==> config.mk <==
export PLATFORM = sky130hd
export DESIGN_NAME = ctrl_seq_fsm
export DESIGN_NICKNAME = d
export VERILOG_FILES = /design/src/rtl/ctrl_seq_fsm.sv
export SDC_FILE = /design/constraint.sdc
export NUM_CORES = 1
export LEC_CHECK = 0
export CORE_MARGIN = 5
export CORE_UTILIZATION = 40
export CTS_CLUSTER_DIAMETER = 50
export DETAILED_ROUTE_END_ITERATION = 12
export DONT_BUFFER_PORTS = 1
export PLACE_DENSITY = 0.56
export REMOVE_ABC_BUFFERS = 1
export SLEW_MARGIN = 20
export SYNTH_ARGS = -nofsm -noshare
export SYNTH_HDL_FRONTEND = slang
export SYNTH_SLANG_ARGS = --single-unit
==> constraint.sdc <==
create_clock -name clk -period 2.7 [get_ports clk]
set_input_delay 0.27 -clock clk [delete_from_list [all_inputs] [get_ports clk]]
set_output_delay 0.27 -clock clk [all_outputs]
set_load 0.03 [all_outputs]
==> src/rtl/ctrl_seq_fsm.sv <==
// ctrl_seq_fsm: multi-cycle instruction sequencer.
// Accepts one instruction in FETCH, decodes it, then runs a single-cycle
// EXEC, a multi-cycle rotate (MOVR/MOVRHS) or a pause, and ends in DONE.
// All control outputs are Moore-decoded from state, latched fields and counters.
// The only exception is the BRZ branch decision, which looks at reg0_is_zero during EXEC.
// Build option: define CTRL_SEQ_ILLEGAL_TRAP_EN to send illegal opcodes to a
// sticky TRAP state. Without it, illegal opcodes retire as a NOP.
module ctrl_seq_fsm #(
    parameter int ROT_W   = 4,
    parameter int DELAY_W = 24
) (
    input  logic               clk,
    input  logic               reset,
    input  logic               instr_valid,
    output logic               instr_ready,
    input  logic [3:0]         opcode,
    input  logic [ROT_W-1:0]   rot_count,
    input  logic [DELAY_W-1:0] pause_cycles,
    input  logic               reg0_is_zero,
    output logic               write_reg_file,
    output logic               result_mux_select,
    output logic [1:0]         op1_sel,
    output logic [1:0]         op2_sel,
    output logic [1:0]         imm_sel,
    output logic [1:0]         write_addr_sel,
    output logic [1:0]         alu_op,
    output logic               rot_dir,
    output logic               commit_branch,
    output logic               increment_pc,
    output logic               busy,
    output logic               illegal_op
);

    typedef enum logic [2:0] {
        S_FETCH, S_DECODE, S_EXEC, S_ROT, S_PAUSE, S_DONE, S_TRAP
    } state_t;

    typedef enum logic [3:0] {
        OP_BR     = 4'd0,
        OP_BRZ    = 4'd1,
        OP_ADDI   = 4'd2,
        OP_SUBI   = 4'd3,
        OP_SR0    = 4'd4,
        OP_SRH0   = 4'd5,
        OP_CLR    = 4'd6,
        OP_MOV    = 4'd7,
        OP_MOVR   = 4'd8,
        OP_MOVRHS = 4'd9,
        OP_PAUSE  = 4'd10
    } opcode_t;

    state_t             state_q;
    logic [3:0]         opcode_q;
    logic [ROT_W-1:0]   rot_count_q;
    logic [DELAY_W-1:0] pause_q;
    logic [ROT_W-1:0]   rot_cnt_q;
    logic [DELAY_W-1:0] delay_cnt_q;
    logic               rot_dir_q;
    logic [ROT_W-1:0]   rot_mag_d;

    // Magnitude of the signed rotate count. The most negative value maps to
    // 2^(ROT_W-1), which still fits in the unsigned ROT_W-bit counter.
    assign rot_mag_d = rot_count_q[ROT_W-1] ? (~rot_count_q + 1'b1) : rot_count_q;

    // State register, field latches and down-counters.
    // NOTE: sequential state uses non-blocking assignments only, so every
    // register samples values from before the edge.
    always_ff @(posedge clk) begin
        if (reset) begin
            // NOTE: the reset is synchronous. Every register is cleared
            // here because there is no storage array that could skip reset.
            state_q     <= S_FETCH;
            opcode_q    <= '0;
            rot_count_q <= '0;
            pause_q     <= '0;
            rot_cnt_q   <= '0;
            delay_cnt_q <= '0;
            rot_dir_q   <= 1'b0;
        end else begin
            case (state_q)
                S_FETCH: begin
                    if (instr_valid) begin
                        opcode_q    <= opcode;
                        rot_count_q <= rot_count;
                        pause_q     <= pause_cycles;
                        state_q     <= S_DECODE;
                    end
                end
                S_DECODE: begin
                    case (opcode_q)
                        OP_BR, OP_BRZ, OP_ADDI, OP_SUBI,
                        OP_SR0, OP_SRH0, OP_CLR, OP_MOV: state_q <= S_EXEC;
                        OP_MOVR, OP_MOVRHS: begin
                            rot_cnt_q <= rot_mag_d;
                            rot_dir_q <= ~rot_count_q[ROT_W-1];
                            state_q   <= (rot_mag_d != '0) ? S_ROT : S_DONE;
                        end
                        OP_PAUSE: begin
                            delay_cnt_q <= pause_q;
                            state_q     <= (pause_q != '0) ? S_PAUSE : S_DONE;
                        end
                        default: begin
`ifdef CTRL_SEQ_ILLEGAL_TRAP_EN
                            state_q <= S_TRAP;
`else
                            state_q <= S_DONE;
`endif
                        end
                    endcase
                end
                S_EXEC: state_q <= S_FETCH;
                S_ROT: begin
                    rot_cnt_q <= rot_cnt_q - 1'b1;
                    if (rot_cnt_q == ROT_W'(1)) state_q <= S_DONE;
                end
                S_PAUSE: begin
                    delay_cnt_q <= delay_cnt_q - 1'b1;
                    if (delay_cnt_q == DELAY_W'(1)) state_q <= S_DONE;
                end
                S_DONE:  state_q <= S_FETCH;
                S_TRAP:  state_q <= S_TRAP;
                default: state_q <= S_FETCH;
            endcase
        end
    end

    // Moore output decode. Everything is forced low while reset is high.
    always_comb begin
        // NOTE: each output gets a default first, so no path can infer a latch.
        instr_ready       = 1'b0;
        write_reg_file    = 1'b0;
        result_mux_select = 1'b0;
        op1_sel           = 2'b00;
        op2_sel           = 2'b00;
        imm_sel           = 2'b00;
        write_addr_sel    = 2'b00;
        alu_op            = 2'b00;
        rot_dir           = 1'b0;
        commit_branch     = 1'b0;
        increment_pc      = 1'b0;
        busy              = 1'b0;
        illegal_op        = 1'b0;
        if (!reset) begin
            busy = (state_q != S_FETCH);
            case (state_q)
                S_FETCH: instr_ready = 1'b1;
                S_EXEC: begin
                    case (opcode_q)
                        OP_BR, OP_BRZ: begin
                            if (opcode_q == OP_BR || reg0_is_zero) begin
                                imm_sel       = 2'b10;
                                op2_sel       = 2'b01;
                                alu_op        = 2'b01;
                                commit_branch = 1'b1;
                            end else begin
                                increment_pc  = 1'b1;
                            end
                        end
                        OP_ADDI, OP_SUBI: begin
                            imm_sel        = 2'b00;
                            op1_sel        = 2'b01;
                            op2_sel        = 2'b01;
                            alu_op         = (opcode_q == OP_ADDI) ? 2'b01 : 2'b00;
                            write_addr_sel = 2'b01;
                            write_reg_file = 1'b1;
                            increment_pc   = 1'b1;
                        end
                        OP_SR0, OP_SRH0: begin
                            imm_sel        = 2'b01;
                            op1_sel        = 2'b11;
                            op2_sel        = 2'b01;
                            alu_op         = (opcode_q == OP_SR0) ? 2'b10 : 2'b11;
                            write_addr_sel = 2'b00;
                            write_reg_file = 1'b1;
                            increment_pc   = 1'b1;
                        end
                        OP_CLR: begin
                            result_mux_select = 1'b1;
                            write_addr_sel    = 2'b01;
                            write_reg_file    = 1'b1;
                            increment_pc      = 1'b1;
                        end
                        OP_MOV: begin
                            imm_sel        = 2'b11;
                            op1_sel        = 2'b01;
                            op2_sel        = 2'b01;
                            write_addr_sel = 2'b10;
                            write_reg_file = 1'b1;
                            increment_pc   = 1'b1;
                        end
                        default: ;
                    endcase
                end
                S_ROT: begin
                    write_reg_file = 1'b1;
                    op1_sel        = 2'b01;
                    op2_sel        = (opcode_q == OP_MOVR) ? 2'b11 : 2'b10;
                    write_addr_sel = 2'b01;
                    alu_op         = rot_dir_q ? 2'b00 : 2'b01;
                    rot_dir        = rot_dir_q;
                end
                S_DONE: increment_pc = 1'b1;
`ifdef CTRL_SEQ_ILLEGAL_TRAP_EN
                S_TRAP: illegal_op = 1'b1;
`endif
                default: ;
            endcase
        end
    end

endmodule

==> impl_metrics.toml <==
[synth]
synth-edff-count = 0
netlist_area_um2 = 3340
synth_cells = 456
async_reset_ff_frac = 0
ys_warn_count = 0
yosys.cell_types.count = 53
ys_seq_elements = 64
synth_top_flop_cell = "dfxtp_1"
syn_avg_cell_area_um2 = 7.33
synth_seq_area_share = 0.383

[timing]
maxSlewViolCount = 0
setup_viol = 0
worst_slack_ns = 0.324
finalHoldViolCount = 0
period_needed_ns = 2.38
tns_ns = 0
skew_ns = 0.00600
min_period_over_period = 0.880
max_freq_mhz = 421
rsz0062_at_grt = "false"
slew_headroom = 0.563
worst_pin_slew_ns = 0.658

[routing]
via_per_inst = 5.57
first_pass_iters = 4
wl_per_cell_um = 15.5
vias = 3161
antenna_left = 0
drc = 0
drt_iter0_drc = 205
wl_um = 8830

[setup_path]
start_kind = "register"
worstPathRequired_ns = 2.98
slowest_delay_ns = 0.68
startpoint = "delay_cnt_q[4]"
endpoint_kind = "register"
critPathKind = "reg -> reg"
arrival_ns = 2.65
critPathMaxFanout = 10
slowest_stage = "or4_1"
reg2reg_from = "delay_cnt_q[4]"
crit_top_cell = "or4_1"
crit_chain = "or4_1 > or4_4 > or4_1 > a31oi_1"

[clocking]
tritoncts = "done"
clock_sink_count = 64
clock_latency_ns = 0.34
cts_buffer_depth = 2
cts_setup_buffers = 0
cts_buffers = 9
cts_htree_levels = 3
path_clk_slew_ns = 0.07
cts_root_buffer = "clkbuf_8"

[place]
placed_area_um2 = 3510
place.gp.congestion = 0.904
portBuffers = 0
dp_hpwl_um = 6040
dp_slack_ns = 0.340
dp_cells = 551

[die]
dieHeight_um = 101
die_w_um = 101
ios = 54
core-area_um2 = 8180
row_count = 33
dieArea_um2 = 10300
initial_utilization = 0.409

[finish]
layout_common_cells = "nand2_1 (93), dfxtp_1 (64), a21oi_1 (62)"
finish.net_count = 500
drive_gt1_frac = 0.104
finish.instance_area_um2 = 3690
diodes = 0
final_common_cell = "nand2_1"
syn_to_final_growth_pct = 10.5
final_core_util = 0.452
fin_cells = 568

[worst_hold_path]
min-delay-start = "pause_cycles[3]"
hold_class = "in -> reg"

[global_route]
grt_use_total = 0.180
grt_pass1_vias = 2985
grt-ovfl-total = 0
antenna_found_initial = 0
grt_max_degree = 57
grt_pass1_wl_um = 14700

[power_and_ir_drop]
ir_worst_vdd_mv = 0.298
power.leakage_nw = 1.33
power_density_nw_per_um2 = 572

[outcome]
status = "finished, final reports clean"

[run]
max-cap-violations = 0
worst max-delay path, delay by kind of cell, from the launching register on:
family | cells | cell delay (ns)
and+or+nand+nor | 3 | 1.79
DFF | 1 | 0.36
AOI/OAI and AO/OA | 1 | 0.16
layer usage:
layer | track usage | part of all wire
met5 | 0 | 0
met4 | 0.0736 | 0.017
met3 | 0.0413 | 0.056
met2 | 0.261 | 0.42
met1 | 0.256 | 0.50
sequential cells by signal, summed over array words and instances (netlist names):
| register | count |
|---|---|
| pause_q | 24 |
| rot_count_q | 4 |
| opcode_q | 4 |
| rot_cnt_q | 4 |
| state_q | 3 |
| rot_dir_q | 1 |
| delay_cnt_q | 24 |
cell usage after synthesis (2+ instances only):
library cell / instances / area share
o21ai_0: 15 / 0.022
nor2_1: 39 / 0.044
dfxtp_1: 64 / 0.38
nor2b_1: 7 / 0.013
a31oi_1: 8 / 0.015
ha_1: 5 / 0.019
nand4_1: 7 / 0.013
nand2b_1: 4 / 0.0075
nor3b_1: 5 / 0.011
a211oi_1: 3 / 0.0067
nor4_1: 13 / 0.024
clkbuf_1: 27 / 0.030
o211ai_1: 9 / 0.020
nor3_1: 13 / 0.019
o311ai_0: 3 / 0.0079
inv_1: 9 / 0.010
a21boi_0: 2 / 0.0045
o22ai_1: 2 / 0.0037
a2bb2oi_1: 2 / 0.0052
or3b_2: 3 / 0.0079
mux2_2: 3 / 0.010
or3_1: 2 / 0.0037
or4_1: 7 / 0.016
or2_2: 6 / 0.011
nand2_1: 93 / 0.10
a21oi_1: 62 / 0.093
nand3_1: 14 / 0.021
nand3b_1: 4 / 0.0090
power by group:
part / switching, W / leakage (nW) / internal (W)
sequential: 0.0000606 / 0.521 / 0.00100
combinational: 0.000229 / 0.739 / 0.000142
clock: 0.000352 / 0.0745 / 0.000329
worst paths after layout:
path / end / slack (ns) / cells after the start
max: delay_cnt_q[20] / 0.32 / 4
min: pause_q[3] / 0.05 / 2
max reg2reg: delay_cnt_q[20] / 0.32 / 4
min reg2reg: pause_q[6] / 0.47 / 2
repair_timing:
action / CTS / global route
hold buffers: 2 / 0
hold endpoints to repair: 56 / 0
endpoints found under the setup margin: 0 / 0
resized for setup: 0 / 0
cell type report:
type / count / area, um^2
Fill cell: 882 / 4480
Multi-Input combinational cell: 352 / 1900
Sequential cell: 64 / 1280
Timing Repair Buffer: 23 / 195
Clock buffer: 14 / 143
Tap cell: 105 / 131
Inverter: 9 / 33.8
Clock inverter: 1 / 5.00
kinds of logic (layout without fill, tap and decap cells):
group / count (synthesis) / after routing / share of synthesized area
and+or+nand+nor: 225 / 225 / 0.326
AOI/OAI and AO/OA: 116 / 116 / 0.207
DFF: 64 / 64 / 0.383
buffers and inverters: 40 / 47 / 0.0487
adders and majority gates: 5 / 5 / 0.0187
muxes: 4 / 4 / 0.0131
other: 1 / 1 / 0.00112
xor gates and xnor gates: 1 / 1 / 0.00262
per-stage QoR:
step	hold slack, ns	total power [W]
2_1_floorplan	0.339	0.00132
3_3_place_gp	0.350	0.00143
3_5_place_dp	0.353	0.00143
4_1_cts	0.0416	0.00214
5_1_grt	0.0472	0.00224
6_report	0.0538	0.00211
(Power assumes the default switching activity.)
